$ cat config.mk
export PLATFORM = sky130hd
export DESIGN_NAME = video_timing_gen_flat
export DESIGN_NICKNAME = d
export VERILOG_FILES = /design/src/rtl/video_timing_if.sv /design/src/rtl/video_timing_gen.sv /design/src/flat_wrapper.sv
export SDC_FILE = /design/constraint.sdc
export NUM_CORES = 1
export LEC_CHECK = 0
export CAP_MARGIN = 15
export CORE_ASPECT_RATIO = 2
export CORE_MARGIN = 3
export CORE_UTILIZATION = 45
export DETAILED_ROUTE_END_ITERATION = 6
export PLACE_DENSITY = 0.69
export SLEW_MARGIN = 25
export SYNTH_ARGS = -nofsm -noshare
export SYNTH_HDL_FRONTEND = slang
export SYNTH_SLANG_ARGS = --single-unit
$ cat constraint.sdc
create_clock -name pix_clk -period 2.1 [get_ports pix_clk]
set_input_delay 0.42 -clock pix_clk [delete_from_list [all_inputs] [get_ports pix_clk]]
set_output_delay 0.42 -clock pix_clk [all_outputs]
set_load 0.05 [all_outputs]
$ cat src/rtl/video_timing_if.sv
// Raster timing bundle carried from the timing generator to the overlay display stage.
// All members are registered in the generator and change on the same clock edge.
interface video_timing_if #(
  parameter int X_BITS = 12,
  parameter int Y_BITS = 12
);
  logic              hs_out;
  logic              vs_out;
  logic              de_out;
  logic [X_BITS-1:0] act_x;
  logic [Y_BITS-1:0] act_y;
  logic              frame_start;

  modport master (
    output hs_out, vs_out, de_out, act_x, act_y, frame_start
  );

  modport slave (
    input hs_out, vs_out, de_out, act_x, act_y, frame_start
  );
endinterface

$ cat src/rtl/video_timing_gen.sv
// Progressive raster timing generator: free-running h/v counters with every output
// registered once from the current count, so all outputs share one clock of latency.
module video_timing_gen #(
  parameter int X_BITS = 12,
  parameter int Y_BITS = 12,
  parameter int H_ACT  = 1280,
  parameter int H_FP   = 110,
  parameter int H_SYNC = 40,
  parameter int H_BP   = 220,
  parameter int V_ACT  = 720,
  parameter int V_FP   = 5,
  parameter int V_SYNC = 5,
  parameter int V_BP   = 20,
  parameter bit HS_POL = 1'b1,
  parameter bit VS_POL = 1'b1
) (
  input  logic            pix_clk,
  input  logic            rstn,
  input  logic            en,
  video_timing_if.master  vid
);

  localparam int H_TOTAL = H_SYNC + H_BP + H_ACT + H_FP;
  localparam int V_TOTAL = V_SYNC + V_BP + V_ACT + V_FP;

  localparam logic [X_BITS-1:0] H_LAST  = X_BITS'(H_TOTAL - 1);
  localparam logic [X_BITS-1:0] H_SEND  = X_BITS'(H_SYNC);
  localparam logic [X_BITS-1:0] H_ASTRT = X_BITS'(H_SYNC + H_BP);
  localparam logic [X_BITS-1:0] H_AEND  = X_BITS'(H_SYNC + H_BP + H_ACT);
  localparam logic [Y_BITS-1:0] V_LAST  = Y_BITS'(V_TOTAL - 1);
  localparam logic [Y_BITS-1:0] V_SEND  = Y_BITS'(V_SYNC);
  localparam logic [Y_BITS-1:0] V_ASTRT = Y_BITS'(V_SYNC + V_BP);
  localparam logic [Y_BITS-1:0] V_AEND  = Y_BITS'(V_SYNC + V_BP + V_ACT);

  logic [X_BITS-1:0] h_cnt_q, h_cnt_d;
  logic [Y_BITS-1:0] v_cnt_q, v_cnt_d;
  logic              hs_q, hs_d;
  logic              vs_q, vs_d;
  logic              de_q, de_d;
  logic [X_BITS-1:0] act_x_q, act_x_d;
  logic [Y_BITS-1:0] act_y_q, act_y_d;
  logic              fs_q, fs_d;

  logic h_wrap, v_wrap;
  logic h_sync, v_sync;
  logic h_active, v_active;

  always_comb begin
    h_wrap   = (h_cnt_q == H_LAST);
    v_wrap   = (v_cnt_q == V_LAST);
    h_sync   = (h_cnt_q < H_SEND);
    v_sync   = (v_cnt_q < V_SEND);
    h_active = (h_cnt_q >= H_ASTRT) && (h_cnt_q < H_AEND);
    v_active = (v_cnt_q >= V_ASTRT) && (v_cnt_q < V_AEND);

    h_cnt_d = h_cnt_q;
    v_cnt_d = v_cnt_q;
    hs_d    = hs_q;
    vs_d    = vs_q;
    act_x_d = act_x_q;
    act_y_d = act_y_q;
    de_d    = 1'b0;
    fs_d    = 1'b0;

    // While en is low the counters and sync/coordinate outputs freeze; DE and
    // frame_start drop so a stalled pixel is never presented twice.
    if (en) begin
      h_cnt_d = h_wrap ? '0 : h_cnt_q + X_BITS'(1);
      if (h_wrap) begin
        v_cnt_d = v_wrap ? '0 : v_cnt_q + Y_BITS'(1);
      end
      hs_d    = h_sync ? HS_POL : ~HS_POL;
      vs_d    = v_sync ? VS_POL : ~VS_POL;
      de_d    = h_active && v_active;
      act_x_d = h_active ? (h_cnt_q - H_ASTRT) : '0;
      act_y_d = v_active ? (v_cnt_q - V_ASTRT) : '0;
      fs_d    = (h_cnt_q == H_ASTRT) && (v_cnt_q == V_ASTRT);
    end
  end

  always_ff @(posedge pix_clk) begin
    if (!rstn) begin
      h_cnt_q <= '0;
      v_cnt_q <= '0;
      hs_q    <= ~HS_POL;
      vs_q    <= ~VS_POL;
      de_q    <= 1'b0;
      act_x_q <= '0;
      act_y_q <= '0;
      fs_q    <= 1'b0;
    end else begin
      h_cnt_q <= h_cnt_d;
      v_cnt_q <= v_cnt_d;
      hs_q    <= hs_d;
      vs_q    <= vs_d;
      de_q    <= de_d;
      act_x_q <= act_x_d;
      act_y_q <= act_y_d;
      fs_q    <= fs_d;
    end
  end

  assign vid.hs_out      = hs_q;
  assign vid.vs_out      = vs_q;
  assign vid.de_out      = de_q;
  assign vid.act_x       = act_x_q;
  assign vid.act_y       = act_y_q;
  assign vid.frame_start = fs_q;

endmodule
$ cat src/flat_wrapper.sv
// flat-port wrapper written by rule: the top's interface ports become plain ports
module video_timing_gen_flat 
#(
  parameter int X_BITS = 12,
  parameter int Y_BITS = 12,
  parameter int H_ACT  = 1280,
  parameter int H_FP   = 110,
  parameter int H_SYNC = 40,
  parameter int H_BP   = 220,
  parameter int V_ACT  = 720,
  parameter int V_FP   = 5,
  parameter int V_SYNC = 5,
  parameter int V_BP   = 20,
  parameter bit HS_POL = 1'b1,
  parameter bit VS_POL = 1'b1
)
  (pix_clk, rstn, en, vid_hs_out, vid_vs_out, vid_de_out, vid_act_x, vid_act_y, vid_frame_start);
  video_timing_if #(.X_BITS(X_BITS), .Y_BITS(Y_BITS)) vid_i ();
  input  logic pix_clk;
  input  logic rstn;
  input  logic en;
  output wire logic [$bits(vid_i.hs_out)-1:0] vid_hs_out;
  output wire logic [$bits(vid_i.vs_out)-1:0] vid_vs_out;
  output wire logic [$bits(vid_i.de_out)-1:0] vid_de_out;
  output wire logic [$bits(vid_i.act_x)-1:0] vid_act_x;
  output wire logic [$bits(vid_i.act_y)-1:0] vid_act_y;
  output wire logic [$bits(vid_i.frame_start)-1:0] vid_frame_start;
  assign vid_hs_out = vid_i.hs_out;
  assign vid_vs_out = vid_i.vs_out;
  assign vid_de_out = vid_i.de_out;
  assign vid_act_x = vid_i.act_x;
  assign vid_act_y = vid_i.act_y;
  assign vid_frame_start = vid_i.frame_start;
  video_timing_gen #(.X_BITS(X_BITS), .Y_BITS(Y_BITS), .H_ACT(H_ACT), .H_FP(H_FP), .H_SYNC(H_SYNC), .H_BP(H_BP), .V_ACT(V_ACT), .V_FP(V_FP), .V_SYNC(V_SYNC), .V_BP(V_BP), .HS_POL(HS_POL), .VS_POL(VS_POL)) u_core (.pix_clk(pix_clk), .rstn(rstn), .en(en), .vid(vid_i));
endmodule
**Word level (Yosys, flattened, before mapping)**

Index checks and enable logic that the tools add are counted.

- $add $sub $neg: 4
- Equal/unequal tests: 4
- $lt $le $gt $ge: 6
- Reduce and logical (&&, ||, !) cells: 6
- Mux-type cells: 6

Operator list:

| cell | number |
|---|---|
| $mux 12 | 4 |
| $add 12x1->12 const B | 2 |
| $eq 12x10->1 const B | 1 |
| $eq 12x11->1 const B | 1 |
| $eq 12x5->1 const B | 1 |
| $eq 12x9->1 const B | 1 |
| $ge 12x5->1 const B | 1 |
| $ge 12x9->1 const B | 1 |
| $lt 12x10->1 const B | 1 |
| $lt 12x11->1 const B | 1 |
| $lt 12x3->1 const B | 1 |
| $lt 12x6->1 const B | 1 |
| $sub 12x5->12 const B | 1 |
| $sub 12x9->12 const B | 1 |
| $logic_and 1x1->1 | 4 |
| $reduce_and 2->1 | 2 |
| $mux 1 | 2 |

- Output and inout port bits: 28
- Input bits: 3
- Flip-flop bits (word level): 52
- Word-level logic and storage cells: 34

**Longest topological paths before layout**

- Depth after elaboration: 3
- Gate-level depth with buffers: 8
- Gate-level depth less buffers: 7

**Least setup slack after synthesis**

OpenSTA, ideal clock, no wires.

- Path type: flip-flop to flip-flop
- Start: register u_core.h_cnt_q[3]
- End: register u_core.v_cnt_q[11]
- Data required time: 1.971 ns
- Path buffers: 1
- Arrival: 1.588 ns
- Stages on the path, launching flop included: 9
- Slack: 0.382 ns
- Period minus slack after synthesis: 1.718 ns
- Library setup time: 0.129 ns
- Cells stage by stage: dfxtp_1 -> inv_1 -> ha_1 -> and4b_2 -> nand3_4 -> buf_6 -> nor4_4 -> xnor2_1 -> nor2_1

- Cells in the longest elaborated chain, start to end: 2

RTL lines:

| what | RTL line | RTL |
|---|---|---|
| start: declaration | video_timing_gen.sv:35 | `logic [X_BITS-1:0] h_cnt_q, h_cnt_d;` |
| start signal: assignment | video_timing_gen.sv:92 | `h_cnt_q <= h_cnt_d;` |
| $eq 12x11->1 | video_timing_gen.sv:49 | `h_wrap = (h_cnt_q == H_LAST);` |
| $reduce_and 2->1 (no line) | - |  |
| end signal: assignment | video_timing_gen.sv:93 | `v_cnt_q <= v_cnt_d;` |
| end: declaration | video_timing_gen.sv:36 | `logic [Y_BITS-1:0] v_cnt_q, v_cnt_d;` |

Every way passes these cells.
A chain may end at the register's enable or synchronous reset.

**Final worst setup path**

- Start: register u_core.act_x_q[11] (netlist: u_core.vid.act_x[11])
- End: output port vid_act_x[11]

RTL lines:

| what | RTL line | RTL |
|---|---|---|
| start: declaration | video_timing_gen.sv:40 | `logic [X_BITS-1:0] act_x_q, act_x_d;` |
| start signal: assignment | video_timing_gen.sv:97 | `act_x_q <= act_x_d;` |
| end: declaration | flat_wrapper.sv:25 | `output wire logic [$bits(vid_i.act_x)-1:0] vid_act_x;` |

No word-level cell between the ends.

==> metrics.cfg <==
[sta]
setup-tns-final_ns = 0
period_minus_slack_ns = 1.873
max_slew_margin_pct = 66.40
setup_viol = 0
worst_pin_slew_ns = 0.5024
skew_ns = 0.005837
hold_violations = 0
fmax_mhz = 533.8
post-route-period-util_pct = 89.20
rsz0062_at_grt = no
slew_viol_final = 0

[clocking]
cts.path.max_buffers = 2
clock-sinks = 52
clk_pin_slew_worst_paths_ns = 0.07
numCtsBuffers = 5
cts_tree = done
postCtsHoldBufs = 0
cts_root_buffer = clkbuf_16
htree_levels = 2
cts_setup_buffers = 0
clock_latency_ns = 0.29
post_cts_resized = 0

[logic_synthesis]
yosysUniqueCellTypes = 49
synth_top_area_share_pct = 38.79
synth_cells = 314
synth.largest_area_cell = dfxtp_1
syn-num-nets = 326
synthTopCellsByArea = dfxtp_1 39%, nand2_1 6.9%, xnor2_1 5.2%
async_flop_share_pct = 0
synth_area_mm2 = 0.002684
synth-edff-count = 0
ys_ff_latch = 52
ys_seq_area_share_pct = 38.79
synthFlopType = dfxtp_1
synth_warnings = 0
avgSynthCellArea_um2 = 8.547

[global_routing]
antenna_found_initial = 0
grt_max_degree = 19
grt_overflow_total = 0
track_usage_pct = 19.38
grt_pass1_vias = 2206
grt_pass1_wl_um = 10250

[pwr]
p_seq_share_pct = 53.1
power.net_switching_mw = 0.4167
clockPowerShare_pct = 42.2
internal-power_mw = 1.462
p_per_area_mw_per_mm2 = 591.9
comb_power_share_pct = 4.8
switching_share_pct = 22.18
ir_worst_vdd_mv = 0.3494
leakage_nw = 1.251

[worst_setup_path]
worstSetupPathType = reg -> out
endpoint_kind = primary output
cp_slowest_cell = clkdlybuf4s50_1
path_max_fanout = 2
worstPathRequired_ns = 1.68
startpoint_type = flip-flop
cp_top_family = buffers and inverters
path_cells = clkdlybuf4s50_1
worst_ep_arrival_time_ns = 1.45
cp_num_buf_inv = 1
critPathMaxStageDelay_ns = 0.81

[hold_path]
hold_class = reg -> reg

[placement]
routabilityCongestion = 0.8440
dp_hpwl_um = 4885
placed_cells = 401
numPortBuffers = 30

[floorplanning]
start_util_pct = 46.61
dieArea_mm2 = 0.006983
die_width_um = 60.61
io_pins = 31
row_count = 39
dieHeight_um = 115.2
core_mm2 = 0.005758

[finish]
final_nets = 359
num_antenna_cells = 0
layout_commonest_cell = dfxtp_1
layout_common_cells = 52 x dfxtp_1, 49 x nand2_1, 30 x clkdlybuf4s50_1, 26 x nor2_1, 21 x o21ai_0
syn_to_final_growth_pct = 18.27
fin_cells = 408
drive_gt1_share_pct = 12.10
n_fill_cell = 553

[flow_run]
maxCapViolCount = 0

[drt]
dr_wl_met3_um = 154
drc = 0
m1WireLength_um = 2200
wl_um = 6242
viasPerCell = 5.551
dr.pass1.iters = 6
top_layer_used = met4
route.met2.wl_um = 3598
postRouteAntennaNets = 0
drt-wirelength-per-cell_um = 15.30
num_vias = 2265
drt_iter0_markers = 82

[status]
status = completed

[sequential cells by signal, summed over array words and instances (netlist names)]
| signal | flops |
|---|---|
| u_core.vid.frame_start | 1 |
| u_core.v_cnt_q | 12 |
| u_core.vid.vs_out | 1 |
| u_core.vid.hs_out | 1 |
| u_core.h_cnt_q | 12 |
| u_core.vid.de_out | 1 |
| u_core.vid.act_x | 12 |
| u_core.vid.act_y | 12 |
[path summary, 6_finish.rpt]
kind                         from             endpoint  slack, ns  depth (start not counted)
max          u_core.vid.act_x[11]        vid_act_x[11]       0.23                          1
min           u_core.vid.act_x[8]  u_core.vid.act_x[8]       0.44                          2
max reg2reg     u_core.h_cnt_q[3]    u_core.v_cnt_q[6]       0.26                          7
min reg2reg   u_core.vid.act_x[8]  u_core.vid.act_x[8]       0.44                          2
[per-layer routing]
metal / up-vias / track usage (%)
li1: 1124 / -
met1: 1069 / 18.62
met2: 52 / 36.38
met3: 20 / 2.809
met4: 0 / 11.43
met5: - / 0
[cell type report]
type / instances / area [µm²] / share of cell area [%]
Clock buffer: 6 / 128.9 / 4.060
Clock inverter: 1 / 5.005 / 0.1577
Inverter: 6 / 22.52 / 0.7095
Multi-Input combinational cell: 234 / 1465 / 46.16
Sequential cell: 52 / 1041 / 32.79
Tap cell: 61 / 76.32 / 2.404
Timing Repair Buffer: 48 / 435.4 / 13.72
[cells by family after synthesis]
| kind of cell | count (synthesis) | share of synthesized area, % |
|---|---|---|
| adder cells (fa/ha/maj) | 9 | 4.196 |
| XOR/XNOR | 30 | 9.790 |
| buffers and inverters | 28 | 6.620 |
| AO/OA/AOI/OAI | 52 | 11.56 |
| flip-flops | 52 | 38.79 |
| AND/OR/NAND/NOR | 142 | 28.67 |
| multiplexers | 1 | 0.3730 |
[cells in the mapped netlist (2+ instances only)]
cell / count
dfxtp_1: 52
a31oi_1: 2
a21o_1: 2
and3_1: 5
nor2b_1: 5
or2_2: 3
ha_1: 9
and3_2: 2
buf_6: 7
a21boi_0: 3
xor2_1: 14
or3_1: 2
nor3_1: 11
a21oi_1: 5
inv_1: 6
nand2b_1: 4
o21ai_1: 10
xnor2_1: 16
clkbuf_1: 3
nand4_1: 4
nor4_4: 3
nor2_1: 26
and2_1: 2
nand2_1: 49
o21a_1: 2
o21ai_0: 21
nand3_1: 14
buf_4: 2
buf_2: 10
[tightest hold or removal path, stage by stage, from the launching register on]
cell and delay, ns:
dfxtp_1 0.31, nand2_1 0.05, o21ai_1 0.05
[stage by stage]
stage	cell area (µm²)	hold slack [ns]	power, mW	worst slack (ns)	utilization (%)
finish	3174	0.4414	1.879	0.2267	55.13
CTS	3174	0.4464	1.883	0.2214	55.13
floorplan	2684	0.4909	1.074	0.3822	-
global route	3174	0.4517	1.937	0.06062	55.13
global placement	3040	0.4336	1.109	0.1198	52.80
detailed placement	3040	0.4373	1.110	0.1074	52.80
[power groups by stage]
stage                     sequential, mW  clock, mW  combinational (mW)
after detailed placement            1.02          0              0.0901
after CTS                          0.997      0.795              0.0904
final                              0.997      0.792              0.0898
after global placement              1.02          0              0.0895
after global routing               0.997      0.841              0.0983
after floorplan                     1.03          0              0.0434
No activity file was read; power rests on OpenSTA's default activity.
==> variant: new RTL, same settings <==
`Y_BITS` is set to 12 in 3 places; all go to 6.
--- a/src/rtl/video_timing_if.sv
+++ b/src/rtl/video_timing_if.sv
@@ -3,5 +3,5 @@
 interface video_timing_if #(
   parameter int X_BITS = 12,
-  parameter int Y_BITS = 12
+  parameter int Y_BITS = 6
 );
   logic              hs_out;
--- a/src/rtl/video_timing_gen.sv
+++ b/src/rtl/video_timing_gen.sv
@@ -3,5 +3,5 @@
 module video_timing_gen #(
   parameter int X_BITS = 12,
-  parameter int Y_BITS = 12,
+  parameter int Y_BITS = 6,
   parameter int H_ACT  = 1280,
   parameter int H_FP   = 110,
--- a/src/flat_wrapper.sv
+++ b/src/flat_wrapper.sv
@@ -3,5 +3,5 @@
 #(
   parameter int X_BITS = 12,
-  parameter int Y_BITS = 12,
+  parameter int Y_BITS = 6,
   parameter int H_ACT  = 1280,
   parameter int H_FP   = 110,
Interface: changed (resized vid_act_y); port bits go from 31 to 25. The function was not compared with the original's and may differ.
==> variant against the original RTL <==
Wire length shrank 17%; final area down 18%; synthesized area is 21% lower; clock skew is 0.88 ps higher; sequential cell count decreased by 12; hold slack gained 17 ps; cell count shrank 17%; setup slack worse by 8.4 ps.
Power is not compared: it rests on default switching activity, and its combinational part moved more than twofold at a synthesized area within 25%.
==> variant: results (changes against the original RTL) <==
Place WS=-12.4 ps (-120 ps); total track usage=20.3% (+0.95 points); Avg WL per Cell=15.3 um (+0.10%); crit-path max cell delay=560 ps (-250 ps); Clock H-tree levels=2 (unchanged); Fill cells=429 (-22%); number of gates resized after CTS=0 (unchanged); initial antenna violation count=0 (unchanged); Ys Warns=0 (unchanged); Primary FF master, synth=dfxtp_1; Worst-path clk slew=80 ps; number of global-route vias before repair=1848 (-16%); Initial DRC Count=30 (-63%); Worst Skew=6.72 ps (+0.878 ps); worst rel slew slack=65.8% (-0.58 points); Top delay family on crit path=simple AND/OR/NAND/NOR gates; CTS buffer count=5 (unchanged); WHS=459 ps (+17.4 ps); Synthesized Nets=259 (-21%); Lkg Pwr=0.947 nW; R2R depth=7 (unchanged); Placed Area=0.00247 sq mm (-19%); n_diodes=0 (unchanged); # port buffers=24 (-20%); clock insertion delay at the later pin of the skew report=290 ps (about the same); layout cells sized above 1=14.1% (+2.0 points); Period minus WS final=1880 ps (+8.44 ps); Synth area leaders=dfxtp_1 (38%), xnor2_1 (6.6%), ha_1 (5.3%); Synth cell types=52 (+6.1%); via count=1863 (-18%); Final nets=294 (-18%); register area share after synthesis=37.5% (-1.3 points); largest net degree at the start of global routing=16 (-3); Reg2Reg Setup Slack=220 ps (-40 ps); Internal=1.20 mW; Worst Path Max Fanout=10 (+8); outcome=finished, final reports clean; Post-synth top cells=dfxtp_1 (40), nand2_1 (26), nand3_1 (21); TritonRoute pass-1 iters=4 (-2); hold path depth=2 (unchanged); worst path arrival time=2060 ps (+610 ps); global-route wire length before repair=8390 um (-18%); CTS root buf=clkbuf_8; GP Congestion=0.829 (-1.7%); CTS Buffer Depth=2 (unchanged); min-delay worst type=flip-flop to flip-flop; Async SR Flop Fraction=0% (unchanged); placed wire-length estimate=3990 um (-18%); Crit-path slowest cell=or4_4; Worst VDD drop=0.000444 V
-- variant: per-layer routing --
layer	GRT usage, %	share of wire [%]	vias to the layer above
met5	0	0	-
met4	11.9	4.0	0
met3	3.44	2.4	14
met2	38.0	58	34
met1	19.3	36	883
li1	-	-	932
-- variant: metrics by stage --
step	utilization, %	cells	power [mW]	setup TNS, ps
after floorplan	-	247	0.940	0
after global placement	55.4	327	1.00	0
after detailed placement	55.4	327	1.00	-14.6
after CTS	57.8	335	1.63	0
after global routing	58.2	337	1.68	0
final	58.2	337	1.61	0
-- variant: kinds of logic (layout without fill, tap and decap cells) --
family                   count (synthesis)  in the layout  synth area share [%]
adder cells (fa/ha/maj)                  9              9                  5.28
flip-flops                              40             40                  37.5
AO/OA/AOI/OAI                           46             46                  16.1
buffers and inverters                   28             64                  7.04
AND/OR/NAND/NOR                        106            106                  26.6
XOR/XNOR                                17             17                  6.98
multiplexers                             1              1                 0.469
-- variant: power by group through the flow --
| stage | clock network [mW] | logic, mW | registers (mW) |
|---|---|---|---|
| floorplan | 0 | 0.0952 | 0.845 |
| global placement | 0 | 0.177 | 0.822 |
| detailed placement | 0 | 0.178 | 0.823 |
| CTS | 0.641 | 0.179 | 0.805 |
| global route | 0.673 | 0.196 | 0.810 |
| finish | 0.620 | 0.180 | 0.806 |
-- variant: worst paths after layout --
check                                   startpoint                               end
setup / recovery    u_core.h_cnt_q[3]$_SDFFE_PN0P_    u_core.h_cnt_q[4]$_SDFFE_PN0P_
hold / removal    u_core.vid.act_y[2]$_SDFFE_PN0P_  u_core.vid.act_y[2]$_SDFFE_PN0P_
setup reg to reg    u_core.h_cnt_q[3]$_SDFFE_PN0P_    u_core.h_cnt_q[4]$_SDFFE_PN0P_
hold reg to reg   u_core.vid.act_y[2]$_SDFFE_PN0P_  u_core.vid.act_y[2]$_SDFFE_PN0P_
-- variant: area by class of cell --
type,count,area (sq um),share of cell area [%]
Multi-Input combinational cell,179,1180,45.5
Sequential cell,40,801,30.8
Timing Repair Buffer,45,398,15.3
Clock buffer,6,72.6,2.79
Tap cell,54,67.6,2.60
Inverter,11,41.3,1.59
Clock inverter,2,35.0,1.35
-- variant: worst min-delay path, delay by kind of cell, from the launching register on --
kind / cells / cell delay [ps]
AO/OA/AOI/OAI: 1 / 50
AND/OR/NAND/NOR: 1 / 40
flip-flops: 1 / 330
-- variant: timing repair --
item | 4_1_cts | 5_1_grt
setup endpoints to repair | 0 | 6
buffers inserted | 0 | 2
hold buffers | 0 | 0
hold endpoints to repair | 0 | 0
